==> src/rtl/uart_pkg.sv <==
`default_nettype none
// ============================================================================
// Module   : uart_pkg
// Brief    : Shared constants and state encoding for the uart_rx_ext receiver.
// Revision : 1.0 - initial release
// ============================================================================
package uart_pkg;

    localparam int PAR_NONE = 0;
    localparam int PAR_ODD  = 1;
    localparam int PAR_EVEN = 2;

    typedef enum logic [2:0] {
        S_IDLE   = 3'd0,
        S_START  = 3'd1,
        S_DATA   = 3'd2,
        S_PARITY = 3'd3,
        S_STOP   = 3'd4,
        S_BREAK  = 3'd5
    } rx_state_e;

endpackage
`default_nettype wire

==> src/rtl/uart_rx_sampler.sv <==
`default_nettype none
// ============================================================================
// Module   : uart_rx_sampler
// Brief    : rx synchroniser, start-edge detect, bit timer and 3-sample voter.
// Revision : 1.0 - initial release
// ============================================================================
module uart_rx_sampler #(
    parameter int CLK_DIV = 16
) (
    input  logic clk,
    input  logic rst_n,
    input  logic rx,
    input  logic run,
    output logic rx_s,
    output logic start_det,
    output logic bit_val,
    output logic bit_strobe,
    output logic bit_end
);

    localparam int            CW     = $clog2(CLK_DIV);
    localparam logic [CW-1:0] C_LAST = CW'(CLK_DIV - 1);
    localparam logic [CW-1:0] C_S0   = CW'(CLK_DIV / 2 - 1);
    localparam logic [CW-1:0] C_S1   = CW'(CLK_DIV / 2);
    localparam logic [CW-1:0] C_S2   = CW'(CLK_DIV / 2 + 1);

    logic          sync1_q, sync1_d;
    logic          sync2_q, sync2_d;
    logic          prev_q,  prev_d;
    logic [CW-1:0] cnt_q,   cnt_d;
    logic          smp0_q,  smp0_d;
    logic          smp1_q,  smp1_d;
    logic          val_q,   val_d;
    logic          stb_q,   stb_d;
    logic          w_major;

    // Third vote is the live synchronised sample at count H+1.
    assign w_major = (smp0_q & smp1_q) | (smp0_q & sync2_q) | (smp1_q & sync2_q);

    always_comb begin
        sync1_d = rx;
        sync2_d = sync1_q;
        prev_d  = sync2_q;
        cnt_d   = '0;
        if (run && (cnt_q != C_LAST)) begin
            cnt_d = cnt_q + 1'b1;
        end
        smp0_d = smp0_q;
        smp1_d = smp1_q;
        if (cnt_q == C_S0) smp0_d = sync2_q;
        if (cnt_q == C_S1) smp1_d = sync2_q;
        stb_d = run && (cnt_q == C_S2);
        val_d = stb_d ? w_major : val_q;
    end

    always_ff @(posedge clk or negedge rst_n) begin
        if (!rst_n) begin
            sync1_q <= 1'b1;
            sync2_q <= 1'b1;
            prev_q  <= 1'b1;
            cnt_q   <= '0;
            smp0_q  <= 1'b0;
            smp1_q  <= 1'b0;
            val_q   <= 1'b0;
            stb_q   <= 1'b0;
        end else begin
            sync1_q <= sync1_d;
            sync2_q <= sync2_d;
            prev_q  <= prev_d;
            cnt_q   <= cnt_d;
            smp0_q  <= smp0_d;
            smp1_q  <= smp1_d;
            val_q   <= val_d;
            stb_q   <= stb_d;
        end
    end

    assign rx_s       = sync2_q;
    assign start_det  = prev_q & ~sync2_q;
    assign bit_val    = val_q;
    assign bit_strobe = stb_q;
    assign bit_end    = run && (cnt_q == C_LAST);

endmodule
`default_nettype wire

==> src/rtl/uart_rx_ext.sv <==
`default_nettype none
// ============================================================================
// Module   : uart_rx_ext
// Brief    : Configurable UART receiver with error flags and valid/ready output.
// Revision : 1.0 - initial release
// ============================================================================
module uart_rx_ext
    import uart_pkg::*;
#(
    parameter int CLK_DIV   = 16,
    parameter int DATA_BITS = 8,
    parameter int PARITY    = 0,
    parameter int STOP_BITS = 1
) (
    input  logic                 clk,
    input  logic                 rst_n,
    input  logic                 rx,
    output logic [DATA_BITS-1:0] rx_data,
    output logic                 rx_valid,
    input  logic                 rx_ready,
    output logic                 frame_err,
    output logic                 parity_err,
    output logic                 overrun,
    output logic                 busy
);

    localparam int            IW          = $clog2(DATA_BITS + 1);
    localparam logic [IW-1:0] C_LAST_DATA = IW'(DATA_BITS);
    localparam logic [IW-1:0] C_LAST_STOP = IW'(STOP_BITS - 1);
    localparam logic          C_ODD       = (PARITY == PAR_ODD);

    rx_state_e            state_q, state_d;
    logic [IW-1:0]        idx_q,   idx_d;
    logic [DATA_BITS-1:0] shreg_q, shreg_d;
    logic                 par_q,   par_d;
    logic                 frm_q,   frm_d;
    logic [DATA_BITS-1:0] data_q,  data_d;
    logic                 valid_q, valid_d;
    logic                 ferr_q,  ferr_d;
    logic                 perr_q,  perr_d;
    logic                 ovr_q,   ovr_d;

    logic w_rx_s, w_start_det, w_bit_val, w_bit_strobe, w_bit_end;
    logic w_run, w_par_exp, w_done, w_frm_now;

    assign w_run = (state_q == S_START) || (state_q == S_DATA) ||
                   (state_q == S_PARITY) || (state_q == S_STOP);

    uart_rx_sampler #(
        .CLK_DIV (CLK_DIV)
    ) u_sampler (
        .clk        (clk),
        .rst_n      (rst_n),
        .rx         (rx),
        .run        (w_run),
        .rx_s       (w_rx_s),
        .start_det  (w_start_det),
        .bit_val    (w_bit_val),
        .bit_strobe (w_bit_strobe),
        .bit_end    (w_bit_end)
    );

    assign w_par_exp = (^shreg_q) ^ C_ODD;
    // The word completes at the last stop decision, not at end of bit.
    assign w_done    = (state_q == S_STOP) && w_bit_strobe && (idx_q == C_LAST_STOP);
    assign w_frm_now = frm_q | ~w_bit_val;

    always_comb begin
        state_d = state_q;
        idx_d   = idx_q;
        shreg_d = shreg_q;
        par_d   = par_q;
        frm_d   = frm_q;
        case (state_q)
            S_IDLE: begin
                if (w_start_det) begin
                    state_d = S_START;
                    par_d   = 1'b0;
                    frm_d   = 1'b0;
                end
            end
            S_START: begin
                if (w_bit_strobe && w_bit_val) begin
                    state_d = S_IDLE;
                end else if (w_bit_end) begin
                    state_d = S_DATA;
                    idx_d   = '0;
                end
            end
            S_DATA: begin
                if (w_bit_strobe) begin
                    shreg_d = {w_bit_val, shreg_q[DATA_BITS-1:1]};
                    idx_d   = idx_q + 1'b1;
                end
                if (w_bit_end && (idx_q == C_LAST_DATA)) begin
                    idx_d   = '0;
                    state_d = (PARITY != PAR_NONE) ? S_PARITY : S_STOP;
                end
            end
            S_PARITY: begin
                if (w_bit_strobe && (w_bit_val != w_par_exp)) begin
                    par_d = 1'b1;
                end
                if (w_bit_end) begin
                    state_d = S_STOP;
                end
            end
            S_STOP: begin
                if (w_bit_strobe) begin
                    frm_d = w_frm_now;
                    if (idx_q == C_LAST_STOP) begin
                        state_d = w_frm_now ? S_BREAK : S_IDLE;
                    end else begin
                        idx_d = idx_q + 1'b1;
                    end
                end
            end
            S_BREAK: begin
                if (w_rx_s) begin
                    state_d = S_IDLE;
                end
            end
            default: state_d = S_IDLE;
        endcase
    end

    // Holding register: a new word only lands if the slot is free or draining now.
    always_comb begin
        data_d  = data_q;
        ferr_d  = ferr_q;
        perr_d  = perr_q;
        valid_d = valid_q;
        ovr_d   = 1'b0;
        if (w_done) begin
            if (!valid_q || rx_ready) begin
                data_d  = shreg_q;
                ferr_d  = w_frm_now;
                perr_d  = par_q;
                valid_d = 1'b1;
            end else begin
                ovr_d = 1'b1;
            end
        end else if (valid_q && rx_ready) begin
            valid_d = 1'b0;
        end
    end

    always_ff @(posedge clk or negedge rst_n) begin
        if (!rst_n) begin
            state_q <= S_IDLE;
            idx_q   <= '0;
            shreg_q <= '0;
            par_q   <= 1'b0;
            frm_q   <= 1'b0;
            data_q  <= '0;
            valid_q <= 1'b0;
            ferr_q  <= 1'b0;
            perr_q  <= 1'b0;
            ovr_q   <= 1'b0;
        end else begin
            state_q <= state_d;
            idx_q   <= idx_d;
            shreg_q <= shreg_d;
            par_q   <= par_d;
            frm_q   <= frm_d;
            data_q  <= data_d;
            valid_q <= valid_d;
            ferr_q  <= ferr_d;
            perr_q  <= perr_d;
            ovr_q   <= ovr_d;
        end
    end

    assign rx_data    = data_q;
    assign rx_valid   = valid_q;
    assign frame_err  = ferr_q;
    assign parity_err = perr_q;
    assign overrun    = ovr_q;
    assign busy       = (state_q != S_IDLE);

endmodule
`default_nettype wire

==> config.mk <==
export PLATFORM = sky130hd
export DESIGN_NAME = uart_rx_ext
export DESIGN_NICKNAME = d
export VERILOG_FILES = /design/src/rtl/uart_pkg.sv /design/src/rtl/uart_rx_sampler.sv /design/src/rtl/uart_rx_ext.sv
export SDC_FILE = /design/constraint.sdc
export NUM_CORES = 1
export LEC_CHECK = 0
export CAP_MARGIN = 20
export CORE_ASPECT_RATIO = 0.75
export CORE_MARGIN = 4
export CORE_UTILIZATION = 45
export DETAILED_ROUTE_END_ITERATION = 8
export DONT_BUFFER_PORTS = 1
export GPL_TIMING_DRIVEN = 0
export PLACE_DENSITY = 0.6
export SYNTH_ARGS = -nofsm -noshare
export SYNTH_HDL_FRONTEND = slang
export SYNTH_SLANG_ARGS = --single-unit
==> constraint.sdc <==
create_clock -name clk -period 1.9 [get_ports clk]
set_input_delay 0.38 -clock clk [delete_from_list [all_inputs] [get_ports clk]]
set_output_delay 0.38 -clock clk [all_outputs]
set_load 0.01 [all_outputs]
==> flow_summary.yaml, run 1 <==
status:
  status: "finished clean"
critical_path:
  critPathLaunchType: "register"
  slowest_delay_ns: 0.51
  critPathBufInv: 1
  crit_arrival_ns: 2.10
  critPathCaptureType: "register"
  cp_max_fo: 4
  rr_worst_depth: 7
  slowest_stage: "or4_1"
  reg2reg_to: "idx_q[3]$_DFFE_PN0P_"
  crit_chain: "inv_1 -> ha_2 -> nor3b_4 -> nor4_4 -> nor3_2 -> or4_1 -> nand3_1"
  r2r_setup_slack_ns: 0.03
  worstPathRequired_ns: 2.13
  critPathTopFamily: "simple AND/OR/NAND/NOR gates"
  worstSetupPathType: "reg2reg"
  rr_startpoint: "idx_q[0]$_DFFE_PN0P_"
yosys:
  synth_common_cells: "37 x dfrtp_1, 18 x mux2_2, 13 x nand2_1"
  synth_edf_count: 0
  synth_top_family_by_area: "simple AND/OR/NAND/NOR gates"
  synth_top_area_share_pct: 47.8
  synth_largest_area_cell: "dfrtp_1"
  synth_cells: 165
  synth.ff_latch_count: 40
  synthFlopType: "dfrtp_1"
  syn_nets: 174
  synthesis.area_um2: 1940
  synth_area_leaders: "dfrtp_1 48%, mux2_2 10%, dfstp_2 4.1%"
  yosysWarningCount: 0
  synthXorXnorAreaFrac_pct: 4.97
  synthSimpleGateAreaFrac_pct: 17.8
  avgSynthCellArea_um2: 11.7
  yosysSeqAreaShare_pct: 51.8
  synthArstFlopShare_pct: 100
  synthAdderAreaFrac_pct: 3.74
  yosysUniqueCellTypes: 43
  synth_most_common_cell: "dfrtp_1"
  synth_compound_area_share_pct: 6.78
  yosys-mux-area-fraction_pct: 11.6
die:
  io_pins: 17
  die_x_um: 83.8
  die-area_um2: 5430
  core-area_um2: 4100
  row_count: 20
  initial_core_util_pct: 47.2
  die_y_um: 64.8
route:
  via_count: 1261
  ant_nets: 0
  initialDrtViolationCount: 138
  wl_um: 3680
  dr.pass1.iters: 4
  drc: 0
  wl_per_cell_um: 15.5
  drt-vias-per-instance: 5.32
cts:
  clk_latency_ns: 0.29
  path_clk_slew_ns: 0.08
  cts-root-buf: "clkbuf_8"
  htree_levels: 2
  cts_tree: "done"
  cts_buffer_depth: 2
  cts_sinks: 40
  numCtsBuffers: 5
finish:
  final_area_um2: 2320
  post-route-util_pct: 56.6
  antennaDiodeCount: 0
  fillCellCount: 353
  drive_above_1_share_pct: 31.3
  nNetsFinal: 190
  area_delta_synth_final_pct: 19.9
sta:
  setup_viol: 0
  tightest_slew_ns: 0.466
  holdWs_ns: 0.0818
  rsz0062_at_grt: "yes"
  tns_ns: 0
  post-route-period-util_pct: 98.2
  skew_ns: 0.00678
  hold_viol: 0
  finalMaxSlewViolations: 0
  fin_crit_ns: 1.87
  slew_headroom_pct: 68.8
  max_freq_mhz: 536
hold_path:
  hold_path_end: "u_sampler.sync1_q$_DFF_PN1_"
  holdCritPathClass: "in2reg"
  min_path_cells: 0
  min_from: "rx"
power_and_ir_drop:
  p_per_area_nw_per_um2: 980
  p_leak_nw: 1.09
  ir_drop_v: 0.000613
  report.power.total_mw: 2.28
place:
  dpl.hpwl_um: 2520
  io_buffers: 0
  dpl-instance-area_um2: 2010
  place_congestion: 0.791
run:
  cap_viol_max_count: 0
grt:
  grt_max_degree: 41
  antenna_found_initial: 0
  grt.overflow.total: 0
  grt_pass1_vias: 1246
  grtUsageTotal_pct: 14.5
  grt_first_pass_wirelength_um: 6200
## cell families (layout without fill, tap and decap cells)
logic type                 after synthesis  in the layout
buffers and inverters                   11             28
muxes                                   20             20
adders and majority gates                6              6
DFF                                     40             40
and+or+nand+nor                         56             56
AOI/OAI and AO/OA                       21             21
xor gates and xnor gates                11             11
## metrics by stage
stage	std cells	worst slack, ns
floorplan	165	0.0618
global placement	220	-0.0888
detailed placement	220	-0.119
CTS	232	-0.0198
global route	237	-0.0672
finish	237	0.0335
## flip-flops by register name, indices dropped and copies added, names as in the netlist
| signal | flops |
|---|---|
| u_sampler.cnt_q | 4 |
| rx_data | 8 |
| u_sampler.smp0_q | 1 |
| frm_q | 1 |
| u_sampler.bit_val | 1 |
| u_sampler.rx_s | 1 |
| overrun | 1 |
| state_q | 3 |
| shreg_q | 8 |
| u_sampler.sync1_q | 1 |
| u_sampler.bit_strobe | 1 |
| par_q | 1 |
| u_sampler.smp1_q | 1 |
| frame_err | 1 |
| idx_q | 4 |
| u_sampler.prev_q | 1 |
| parity_err | 1 |
| rx_valid | 1 |
## per-layer routing
metal  wire length (um)  track usage (%)
met1               1760             19.0
met4                 51             5.02
met2               1690             23.0
met5                  0                0
met3                177             4.45
## where the power goes
part           internal (mW)  switching [mW]  leakage [nW]
clock                  0.657           0.301        0.0784
combinational          0.158           0.187         0.472
sequential             0.899          0.0748         0.539
total                   1.71           0.562          1.09
## layout by cell type, fill, tap and decap left out, types with 3 or more instances in the layout
| cell | instances |
|---|---|
| dfrtp_1 | 37 |
| bufinv_16 | 3 |
| buf_6 | 3 |
| nand2b_1 | 4 |
| buf_4 | 8 |
| inv_1 | 6 |
| clkbuf_8 | 5 |
| xnor2_1 | 8 |
| mux2_2 | 18 |
| o21ai_0 | 11 |
| a21o_1 | 3 |
| nand2_1 | 13 |
| xor2_1 | 3 |
| ha_1 | 3 |
| nor2_1 | 5 |
| nand3_1 | 6 |
| dfstp_2 | 3 |
## what timing repair did
action,4_1_cts,5_1_grt
hold buffers,2,0
gates resized for setup,6,10
endpoints found under the setup margin,12,22
pin swaps,2,5
endpoints found under the hold margin,40,0
buffers inserted,2,5
## worst max-delay path by stage
| stage | start | endpoint | slack, ns | cells past startpoint |
|---|---|---|---|---|
| 6_report | idx_q[0]$_DFFE_PN0P_ | idx_q[3]$_DFFE_PN0P_ | 0.03 | 7 |
| 3_3_place_gp | idx_q[0]$_DFFE_PN0P_ | rx_data[5]$_DFFE_PN0P_ | -0.09 | 7 |
| 5_1_grt | idx_q[0]$_DFFE_PN0P_ | idx_q[3]$_DFFE_PN0P_ | -0.07 | 7 |
| 2_1_floorplan | idx_q[0]$_DFFE_PN0P_ | idx_q[2]$_DFFE_PN0P_ | 0.06 | 7 |
| 4_1_cts | idx_q[0]$_DFFE_PN0P_ | idx_q[3]$_DFFE_PN0P_ | -0.02 | 7 |
| 3_5_place_dp | idx_q[0]$_DFFE_PN0P_ | rx_data[5]$_DFFE_PN0P_ | -0.12 | 7 |
## cell type report
cell class              instances  area (um^2)  share of cell area, %
flip-flops and latches         40         1000                   43.2
multi-input cells             114          940                   40.4
clock inverters                 3         90.1                   3.88
repair buffers                  9         82.6                   3.55
clock buffers                   5         68.8                   2.96
well taps                      55         68.8                   2.96
plain buffers                   5         46.3                   1.99
inverters                       6         22.5                  0.969
(Power assumes the default switching activity.)
==> inputs of run 2 (changes only) <==
--- a/config.mk
+++ b/config.mk
@@ -9,6 +9,7 @@
 export CORE_ASPECT_RATIO = 0.75
 export CORE_MARGIN = 4
 export CORE_UTILIZATION = 45
+export CTS_BUF_LIST = sky130_fd_sc_hd__clkbuf_8
 export DETAILED_ROUTE_END_ITERATION = 8
 export DONT_BUFFER_PORTS = 1
 export GPL_TIMING_DRIVEN = 0
==> constraint.sdc (replaced) <==
create_clock -name clk -period 1.9 [get_ports clk]
set_input_delay 0.38 -clock clk [delete_from_list [all_inputs] [get_ports clk]]
set_output_delay 0.38 -clock clk [all_outputs]
set_load 0.02 [all_outputs]
==> run 2 against run 1 <==
  * Utilization is essentially flat
  * Global-route usage unchanged
  * First-iteration DRC count increased by 10%
  * Wire length decreased by 2.2%
  * Non-clock buffer count did not move
  * Critical path depth unchanged
  * Via count rose by 0.56%
  * Fmax up 1.2%
  * Critical path type unchanged
==> flow_summary.yaml, run 2 (synthesis gave the netlist of run 1 again) <==
critical_path:
  crit_arrival_ns: 2.02
  worstPathRequired_ns: 2.08
  crit_start: "idx_q[0]$_DFFE_PN0P_"
  cp_max_fo: 10
  rr_startpoint: "idx_q[0]$_DFFE_PN0P_"
  critPathLaunchType: "register"
  critPathCaptureType: "register"
  worstSetupPathType: "reg2reg"
place:
  place_congestion: 0.791
  dpl-instance-area_um2: 2010
  dpl.hpwl_um: 2520
  io_buffers: 0
  dp.cells: 220
grt:
  grt_max_degree: 41
  grtUsageTotal_pct: 14.5
  busiest_layer: "met2"
  use_met3_pct: 4.45
  grt_first_pass_wirelength_um: 6200
  grt_pass1_vias: 1246
  grt_util_met1_pct: 19.0
  grt.overflow.total: 0
  antenna_found_initial: 0
  grt_util_met2_pct: 23.0
power_and_ir_drop:
  switching_share_pct: 24.8
  switchingPower_mw: 0.567
  report.power.total_mw: 2.28
  clkPwrFrac_pct: 42.0
  seq_power_share_pct: 42.7
  p_int_mw: 1.72
  ir_drop_v: 0.000611
  p_per_area_nw_per_um2: 983
  p_leak_nw: 1.09
  pwr-share-comb_pct: 15.3
sta:
  skew_ns: 0.00541
  rsz0062_at_grt: "yes"
  finalMaxSlewViolations: 0
  post-route-period-util_pct: 97.0
  holdWs_ns: 0.0803
  tightest_slew_ns: 0.467
  hold_viol: 0
  slew_headroom_pct: 68.7
  setup_viol: 0
  max_freq_mhz: 542
  tns_ns: 0
  fin_crit_ns: 1.84
cts:
  cts_buffer_depth: 2
  cts-root-buf: "clkbuf_8"
  cts_tree: "done"
  path_clk_slew_ns: 0.08
  numCtsBuffers: 5
  htree_levels: 2
  clk_latency_ns: 0.29
  cts_sinks: 40
finish:
  nNetsFinal: 190
  final_cell_mix: "36 x dfrtp_1, 18 x mux2_2, 13 x nand2_1"
  finalNonFillerCells: 237
  drive_above_1_share_pct: 31.3
  fillCellCount: 353
  antennaDiodeCount: 0
  final_area_um2: 2320
  area_delta_synth_final_pct: 19.8
  final_common_cell: "dfrtp_1"
route:
  drt-vias-per-instance: 5.35
  wl_um: 3600
  dr.pass1.iters: 4
  drc: 0
  initialDrtViolationCount: 152
  wl_per_cell_um: 15.2
  via_count: 1268
  ant_nets: 0
die:
  row_count: 20
  initial_core_util_pct: 47.2
  core-area_um2: 4100
  die_y_um: 64.8
  io_pins: 17
  die-area_um2: 5430
  die_x_um: 83.8
status:
  status: "finished clean"
hold_path:
  holdCritPathClass: "in2reg"
  min_from: "rx"
run:
  cap_viol_max_count: 0
run 2: cell types whose count changed in the layout (fill, tap and decap cells not counted):
cell,previous run,this run
dfrtp_1,37,36
nor2_2,1,0
dfrtp_2,0,1
nor2_1,5,6
run 2: path summary, 6_finish.rpt:
kind | end | slack, ns | depth (start not counted)
setup / recovery | rx_data[5]$_DFFE_PN0P_ | 0.06 | 7
hold / removal | u_sampler.sync1_q$_DFF_PN1_ | 0.08 | 0
setup reg to reg | rx_data[5]$_DFFE_PN0P_ | 0.06 | 7
hold reg to reg | u_sampler.rx_s$_DFF_PN1_ | 0.36 | 0
max in group asynchronous | u_sampler.sync1_q$_DFF_PN1_ | 1.10 | 2
min in group asynchronous | state_q[0]$_DFFE_PN0P_ | 0.53 | 2
run 2: critical path: stages (launching register included):
cell	delay, ns
dfrtp_1	0.41
inv_1	0.07
ha_2	0.18
nor3b_4	0.26
nand4_1	0.17
nand2b_4	0.18
buf_6	0.14
mux2_1	0.30
run 2: area by class of cell:
cell class | instances | area (um^2) | share of cell area (%)
inverters | 6 | 22.5 | 0.970
multi-input cells | 114 | 937 | 40.4
flip-flops and latches | 40 | 1010 | 43.3
clock buffers | 5 | 68.8 | 2.96
plain buffers | 5 | 46.3 | 1.99
well taps | 55 | 68.8 | 2.96
clock inverters | 3 | 90.1 | 3.88
repair buffers | 9 | 82.6 | 3.56
run 2: routing by layer:
layer	vias up	part of all wire, %
li1	606	-
met1	627	47
met2	30	46
met3	5	5.3
met4	0	1.2
met5	-	0
run 2: per-stage QoR:
step | worst slack [ns] | utilization (%)
after floorplan | 0.0618 | -
after global placement | -0.0889 | 48.9
after detailed placement | -0.119 | 48.9
after CTS | -0.0198 | 54.5
after global routing | -0.0641 | 56.6
final | 0.0564 | 56.6
run 2: power groups by stage:
stage / registers, mW / logic [mW] / clock network (mW)
final: 0.975 / 0.349 / 0.958
after global routing: 0.981 / 0.389 / 1.02
after floorplan: 0.960 / 0.223 / 0
after global placement: 0.970 / 0.261 / 0
after detailed placement: 0.976 / 0.279 / 0
after CTS: 0.962 / 0.317 / 0.978
run 2: what timing repair did:
| action | in CTS | in global routing |
|---|---|---|
| buffers inserted | 2 | 5 |
| setup endpoints to repair | 12 | 22 |
| hold buffers | 2 | 0 |
| pin swaps | 2 | 5 |
| cloned | 0 | 0 |
| resized for setup | 6 | 10 |
| hold endpoints to repair | 40 | 0 |
